### config.mk
export PLATFORM = sky130hd
export DESIGN_NAME = muldiv_unit_flat
export DESIGN_NICKNAME = d
export VERILOG_FILES = /design/src/rtl/muldiv_unit_if.sv /design/src/rtl/muldiv_unit.sv /design/src/flat_wrapper.sv
export SDC_FILE = /design/constraint.sdc
export NUM_CORES = 1
export LEC_CHECK = 0
export CORE_MARGIN = 2
export CORE_UTILIZATION = 50
export CTS_CLUSTER_SIZE = 10
export DETAILED_ROUTE_END_ITERATION = 10
export DONT_BUFFER_PORTS = 1
export GPL_ROUTABILITY_DRIVEN = 0
export PLACE_DENSITY = 0.63
export SYNTH_ARGS = -nofsm -noshare
export SYNTH_HDL_FRONTEND = slang
export SYNTH_SLANG_ARGS = --single-unit
### constraint.sdc
create_clock -name clk -period 4.5 [get_ports clk]
set_input_delay 0.45 -clock clk [delete_from_list [all_inputs] [get_ports clk]]
set_output_delay 0.45 -clock clk [all_outputs]
set_load 0.02 [all_outputs]
### src/rtl/muldiv_unit_if.sv
// Handshake/data bundle between the issuing pipeline and muldiv_unit.
// master drives the request; slave is the multiply/divide engine.
interface muldiv_unit_if #(
  parameter int WIDTH = 32
) ();
  logic             start;
  logic [1:0]       op;
  logic [WIDTH-1:0] Input1toMD;
  logic [WIDTH-1:0] Input2toMD;
  logic             busy;
  logic             done;
  logic             div_by_zero;
  logic [WIDTH-1:0] hi;
  logic [WIDTH-1:0] low;

  modport master (
    output start, op, Input1toMD, Input2toMD,
    input  busy, done, div_by_zero, hi, low
  );

  modport slave (
    input  start, op, Input1toMD, Input2toMD,
    output busy, done, div_by_zero, hi, low
  );
endinterface

### src/rtl/muldiv_unit.sv
// Iterative HI/LO multiply/divide unit: shift-add mul, restoring div.
// Define MULDIV_MADD_EN to make op 1 accumulate into {hi,low}.
module muldiv_unit #(
  parameter int WIDTH = 32
) (
  input  logic         clk,
  input  logic         rst_n,
  muldiv_unit_if.slave bus
);
  localparam int CW = $clog2(WIDTH + 1);

  typedef enum logic {IDLE, RUN} state_t;

  state_t             state;
  logic [CW-1:0]      cnt;
  logic [1:0]         op_r;
  logic [WIDTH-1:0]   m;
  logic [2*WIDTH-1:0] p;
  logic               neg_q;
  logic               neg_r;
  logic               busy;
  logic               done;
  logic               dz;
  logic [WIDTH-1:0]   hi;
  logic [WIDTH-1:0]   low;

  logic               sgn;
  logic               s1;
  logic               s2;
  logic [WIDTH-1:0]   a_mag;
  logic [WIDTH-1:0]   b_mag;
  logic [WIDTH:0]     add_sum;
  logic [WIDTH:0]     shl;
  logic [WIDTH:0]     sub;
  logic [2*WIDTH-1:0] prod;
  logic [2*WIDTH-1:0] acc;
  logic [WIDTH-1:0]   quo;
  logic [WIDTH-1:0]   rem;
  logic               is_div;
  logic               zero;

  assign bus.busy        = busy;
  assign bus.done        = done;
  assign bus.div_by_zero = dz;
  assign bus.hi          = hi;
  assign bus.low         = low;

  assign sgn   = (bus.op == 2'd1) || (bus.op == 2'd2);
  assign s1    = sgn & bus.Input1toMD[WIDTH-1];
  assign s2    = sgn & bus.Input2toMD[WIDTH-1];
  assign a_mag = s1 ? -bus.Input1toMD : bus.Input1toMD;
  assign b_mag = s2 ? -bus.Input2toMD : bus.Input2toMD;

  // mul: p = {partial, multiplier}; div: p = {remainder, quotient}
  assign add_sum = {1'b0, p[2*WIDTH-1:WIDTH]}
                 + (p[0] ? {1'b0, m} : '0);
  assign shl     = {p[2*WIDTH-1:WIDTH], p[WIDTH-1]};
  assign sub     = shl - {1'b0, m};

  assign prod = neg_q ? -p : p;
  assign acc  = {hi, low} + prod;
  assign quo  = neg_q ? -p[WIDTH-1:0] : p[WIDTH-1:0];
  assign rem  = neg_r ? -p[2*WIDTH-1:WIDTH] : p[2*WIDTH-1:WIDTH];

  assign is_div = op_r[1];
  assign zero   = (m == '0);

  always_ff @(posedge clk or negedge rst_n) begin
    if (!rst_n) begin
      state <= IDLE;
      cnt   <= '0;
      op_r  <= '0;
      m     <= '0;
      p     <= '0;
      neg_q <= 1'b0;
      neg_r <= 1'b0;
      busy  <= 1'b0;
      done  <= 1'b0;
      dz    <= 1'b0;
      hi    <= '0;
      low   <= '0;
    end else begin
      done <= 1'b0;
      unique case (state)
        IDLE: begin
          if (bus.start) begin
            state <= RUN;
            busy  <= 1'b1;
            cnt   <= '0;
            dz    <= 1'b0;
            op_r  <= bus.op;
            neg_q <= s1 ^ s2;
            neg_r <= s1;
            if (bus.op[1]) begin
              m <= b_mag;
              p <= {{WIDTH{1'b0}}, a_mag};
            end else begin
              m <= a_mag;
              p <= {{WIDTH{1'b0}}, b_mag};
            end
          end
        end
        RUN: begin
          if (is_div && zero) begin
            dz    <= 1'b1;
            done  <= 1'b1;
            busy  <= 1'b0;
            state <= IDLE;
          end else if (cnt == CW'(WIDTH)) begin
            done  <= 1'b1;
            busy  <= 1'b0;
            state <= IDLE;
            cnt   <= '0;
            unique case (op_r)
              2'd0: {hi, low} <= prod;
`ifdef MULDIV_MADD_EN
              2'd1: {hi, low} <= acc;
`else
              2'd1: {hi, low} <= prod;
`endif
              default: begin
                hi  <= rem;
                low <= quo;
              end
            endcase
          end else begin
            cnt <= cnt + 1'b1;
            if (is_div) begin
              if (sub[WIDTH])
                p <= {shl[WIDTH-1:0], p[WIDTH-2:0], 1'b0};
              else
                p <= {sub[WIDTH-1:0], p[WIDTH-2:0], 1'b1};
            end else begin
              p <= {add_sum, p[WIDTH-1:1]};
            end
          end
        end
        default: state <= IDLE;
      endcase
    end
  end

`ifndef MULDIV_MADD_EN
  logic unused_acc;
  assign unused_acc = ^acc;
`endif
endmodule

### src/flat_wrapper.sv
// flat-port wrapper written by rule: the top's interface ports become plain ports
module muldiv_unit_flat 
#(
  parameter int WIDTH = 32
)
  (clk, rst_n, bus_start, bus_op, bus_Input1toMD, bus_Input2toMD, bus_busy, bus_done, bus_div_by_zero, bus_hi, bus_low);
  muldiv_unit_if #(.WIDTH(WIDTH)) bus_i ();
  input  logic clk;
  input  logic rst_n;
  input wire logic [$bits(bus_i.start)-1:0] bus_start;
  input wire logic [$bits(bus_i.op)-1:0] bus_op;
  input wire logic [$bits(bus_i.Input1toMD)-1:0] bus_Input1toMD;
  input wire logic [$bits(bus_i.Input2toMD)-1:0] bus_Input2toMD;
  output wire logic [$bits(bus_i.busy)-1:0] bus_busy;
  output wire logic [$bits(bus_i.done)-1:0] bus_done;
  output wire logic [$bits(bus_i.div_by_zero)-1:0] bus_div_by_zero;
  output wire logic [$bits(bus_i.hi)-1:0] bus_hi;
  output wire logic [$bits(bus_i.low)-1:0] bus_low;
  assign bus_i.start = bus_start;
  assign bus_i.op = bus_op;
  assign bus_i.Input1toMD = bus_Input1toMD;
  assign bus_i.Input2toMD = bus_Input2toMD;
  assign bus_busy = bus_i.busy;
  assign bus_done = bus_i.done;
  assign bus_div_by_zero = bus_i.div_by_zero;
  assign bus_hi = bus_i.hi;
  assign bus_low = bus_i.low;
  muldiv_unit #(.WIDTH(WIDTH)) u_core (.clk(clk), .rst_n(rst_n), .bus(bus_i));
endmodule
==> results_dict.tcl <==
set metrics [dict create \
    status "finished clean" \
    syn-cell-area_sq_um 14490 \
    antenna_cells 0 \
    unrepaired_setup_endpoints_after_global_routing "no" \
    startpoint_type "register" \
    clock_insertion_delay_worst_skew_ns 0.46 \
    dp.final_hpwl_mm 33.75 \
    yosysSeqAreaShare_pct 29.88 \
    critical_path_peak_fanout 27 \
    largest_net_degree_at_the_start_of_global_routing 174 \
    worstRegToRegCells 10 \
    clock_slew_seen_by_the_registers_of_the_worst_setup_and_hold_paths_ns 0.07 \
    clk_root_buffer_cell "sky130_fd_sc_hd__clkbuf_16" \
    grt.met2_usage_pct 42.86 \
    synth_cells 1866 \
    critPathKind "register to register" \
    post_dp_cell_area_sq_um 14800 \
    grt_util_met1_pct 43.62 \
    crit_path_required_time_ns 4.83 \
    maxCapViolations 0 \
    final-hold-violation-count 0 \
    drive_above_1_share_pct 6.521 \
    drt-initial-drc-count 1519 \
    number_of_synthesized_flops_with_an_enable_pin 0 \
    timing.critical_path.to_type "register" \
    syn_to_final_growth_pct 6.598 \
    dominantRegCellSynth "sky130_fd_sc_hd__dfrtp_1" \
    avgSynthCellArea_sq_um 7.764 \
    grt-busiest-layer "met1" \
    worstPathArrival_ns 4.22 \
    gr-total-overflow 0 \
    via_total_after_detailed_routing 13640 \
    pin_count 136 \
    floorplan.initialDensity_pct 50.61 \
    gr-usage-all-layers_pct 29.10 \
    placeableCoreArea_sq_um 28630 \
    cts.sink_count 173 \
    timing.final.setup_violations 0 \
    max-vdd-ir-drop_mv 0.4435 \
    groute.layer.met3.usage_pct 4.571 \
    synth-warning-count 0 \
    crit-reg2reg-capture "u_core.p[33]" \
    power.density_nw_per_um2 879.4 \
    tritoncts "done" \
    clock_path_buffers 2 \
    die_y_um 174.2 \
    yosysUniqueCellTypes 75 \
    design.die.area_sq_um 30350 \
    post-route-min-period_ns 3.897 \
    worstHoldPathType "input pin to async pin" \
    detail_route.wirelength_mm 44.67 \
    setup-tns-final_ns 0 \
    buffer_ports.inserted 0 \
    fin_area_sq_um 15440 \
    post_drt_via_cell_ratio 6.172 \
    postCtsSetupBuffers 0 \
    detail_route.wl_per_cell_um 20.22 \
    ys_seq_elements 173 \
    first_global_vias 12510 \
    worst-r2r-setup-slack_ns 0.60 \
    p_leak_nw 6.622 \
    drv_slew 0 \
    cts_made_buffers 17 \
    remaining_drc_errors 0 \
    timing.clock.skew_ns 0.01777 \
    max_freq_ghz 0.2566 \
    design.final.nets 1953 \
    htree_levels 4 \
    number_of_antenna_violations_at_the_first_check_in_global_routing 0 \
    fraction_of_the_cycle_the_final_worst_path_needs_pct 86.60 \
    max-slew-margin-rel_pct 24.03 \
    first_pass_grt_wire_length_mm 69.90 \
    max_slew.worst_pin.slew_ns 1.138 \
    fp.dieW_um 174.2 \
    placement_rows 62 \
    antenna_left 0 \
    drtPass1Iterations 6 \
    post_synthesis_net_count 2007 \
    worst_r2r_src "u_core.p[36]" \
    synth-async-reset-ratio_pct 100.0 \
]
==> flip-flops by register name (all words and copies together) (netlist names) <==
name	cells
u_core.bus.busy	1
u_core.bus.div_by_zero	1
u_core.bus.done	1
u_core.bus.hi	32
u_core.bus.low	32
u_core.cnt	6
u_core.m	32
u_core.neg_q	1
u_core.neg_r	1
u_core.op_r	1
u_core.p	64
u_core.state	1
==> worst max-delay path, cell delays in order (launching register included) <==
cell                       delay, ns
sky130_fd_sc_hd__dfrtp_1        0.46
sky130_fd_sc_hd__ha_1           0.41
sky130_fd_sc_hd__a21oi_1        0.25
sky130_fd_sc_hd__nand2b_1       0.11
sky130_fd_sc_hd__o21a_1         0.21
sky130_fd_sc_hd__or4_1          0.52
sky130_fd_sc_hd__and4_1         0.20
sky130_fd_sc_hd__o31ai_4        0.76
sky130_fd_sc_hd__buf_4          0.42
sky130_fd_sc_hd__o21ai_0        0.12
sky130_fd_sc_hd__a221o_1        0.32
==> worst max path at each step <==
stage | from | endpoint | slack, ns | cells after the start
final | u_core.p[36] | u_core.p[33] | 0.60 | 10
after CTS | u_core.p[31] | u_core.p[33] | 0.65 | 12
after detailed placement | u_core.p[36] | u_core.p[33] | 0.67 | 10
after floorplan | u_core.p[38] | u_core.p[33] | 1.28 | 10
after global placement | u_core.p[0] | u_core.p[61] | 0.78 | 14
after global routing | u_core.p[31] | u_core.p[33] | 0.38 | 12
==> kinds of logic (layout without fill, tap and decap cells) <==
family,count (synthesis),after routing,synth area share [%]
adder cells (fa/ha/maj),72,72,6.322
AND/OR/NAND/NOR,623,623,19.83
XOR/XNOR,174,174,10.52
flip-flops,173,173,29.88
multiplexers,49,49,3.653
AO/OA/AOI/OAI,594,594,24.69
buffers and inverters,181,140,5.104
==> power breakdown <==
part / leakage, nW / switching, W / internal, W
Sequential: 2.20 / 0.00112 / 0.00227
Clock: 0.298 / 0.000771 / 0.000808
Combinational: 4.12 / 0.00513 / 0.00349
Total: 6.62 / 0.00702 / 0.00657
==> layer usage <==
layer | wire length, um | vias to the layer above
met2 | 19010 | 565
met1 | 21100 | 6447
met3 | 3478 | 66
met5 | 0 | -
li1 | - | 6557
met4 | 1084 | 0
==> timing repair <==
item,4_1_cts,5_1_grt
endpoints found under the hold margin,173,0
hold buffers,1,0
resized for setup,0,0
==> layout make-up <==
type | instances | area (sq um)
timing repair buffer | 34 | 300.3
inverter | 74 | 277.8
multi-input combinational | 1512 | 9440
clock buffer | 17 | 425.4
tap | 384 | 480.5
clock inverter | 15 | 188.9
fill | 2669 | 13180
sequential | 173 | 4330
==> synthesized netlist by cell type, drive strengths merged, types with 4 or more instances <==
| library cell | instances | area, sq um |
|---|---|---|
| buf | 25 | 153.9 |
| clkbuf | 82 | 307.8 |
| or4 | 15 | 116.4 |
| nor4 | 31 | 193.9 |
| nor2 | 169 | 634.4 |
| a32oi | 5 | 43.79 |
| o221ai | 18 | 157.7 |
| xnor2 | 70 | 613.1 |
| mux2i | 18 | 180.2 |
| a22oi | 18 | 135.1 |
| nand3b | 4 | 30.03 |
| or2 | 5 | 31.28 |
| o41ai | 16 | 166.4 |
| and3 | 15 | 93.84 |
| a2111oi | 4 | 35.03 |
| ha | 70 | 875.8 |
| o21a | 8 | 60.06 |
| nor3 | 31 | 160.1 |
| nor2b | 11 | 68.82 |
| o21ai | 216 | 1081 |
| nand3 | 30 | 150.1 |
| a21oi | 179 | 895.9 |
| xor2 | 104 | 910.9 |
| a21o | 25 | 187.7 |
| o211ai | 16 | 120.1 |
| mux2 | 31 | 349.1 |
| nand2b | 19 | 118.9 |
| a211oi | 17 | 127.6 |
| o21bai | 9 | 67.56 |
| nor4b | 4 | 35.03 |
| nand2 | 240 | 900.9 |
| or3 | 16 | 107.6 |
| a31oi | 14 | 87.58 |
| and2 | 12 | 77.58 |
| dfrtp | 173 | 4329 |
| nand4 | 12 | 75.07 |
| o31ai | 23 | 177.7 |
| inv | 73 | 274.0 |
| a2bb2oi | 4 | 35.03 |
==> stage by stage <==
step / hold slack (ns) / instances / worst slack (ns) / power [W] / util, %
floorplan: 0.1544 / 1866 / 1.285 / 0.009612 / -
global placement: 0.1591 / 2176 / 0.7780 / 0.01166 / 51.71
detailed placement: 0.1604 / 2176 / 0.6685 / 0.01180 / 51.71
CTS: 0.09954 / 2209 / 0.6500 / 0.01344 / 53.95
global route: 0.1406 / 2209 / 0.3804 / 0.01468 / 53.95
finish: 0.05428 / 2209 / 0.6031 / 0.01358 / 53.95
==> cells in the final DEF (no fill, tap or decap), types with 22 or more instances in the layout <==
| cell | Yosys | final |
|---|---|---|
| sky130_fd_sc_hd__nand2_1 | 240 | 240 |
| sky130_fd_sc_hd__o21ai_0 | 215 | 215 |
| sky130_fd_sc_hd__a21oi_1 | 179 | 179 |
| sky130_fd_sc_hd__dfrtp_1 | 173 | 172 |
| sky130_fd_sc_hd__nor2_1 | 169 | 168 |
| sky130_fd_sc_hd__xor2_1 | 104 | 104 |
| sky130_fd_sc_hd__inv_1 | 73 | 73 |
| sky130_fd_sc_hd__xnor2_1 | 70 | 70 |
| sky130_fd_sc_hd__ha_1 | 70 | 70 |
| sky130_fd_sc_hd__nor4_1 | 31 | 31 |
| sky130_fd_sc_hd__mux2_2 | 31 | 31 |
| sky130_fd_sc_hd__buf_4 | 3 | 31 |
| sky130_fd_sc_hd__nand3_1 | 30 | 30 |
| sky130_fd_sc_hd__nor3_1 | 30 | 30 |
| sky130_fd_sc_hd__a21o_1 | 25 | 25 |
| sky130_fd_sc_hd__o31ai_1 | 22 | 22 |
Note: power is estimated with default switching activity, not from simulation.
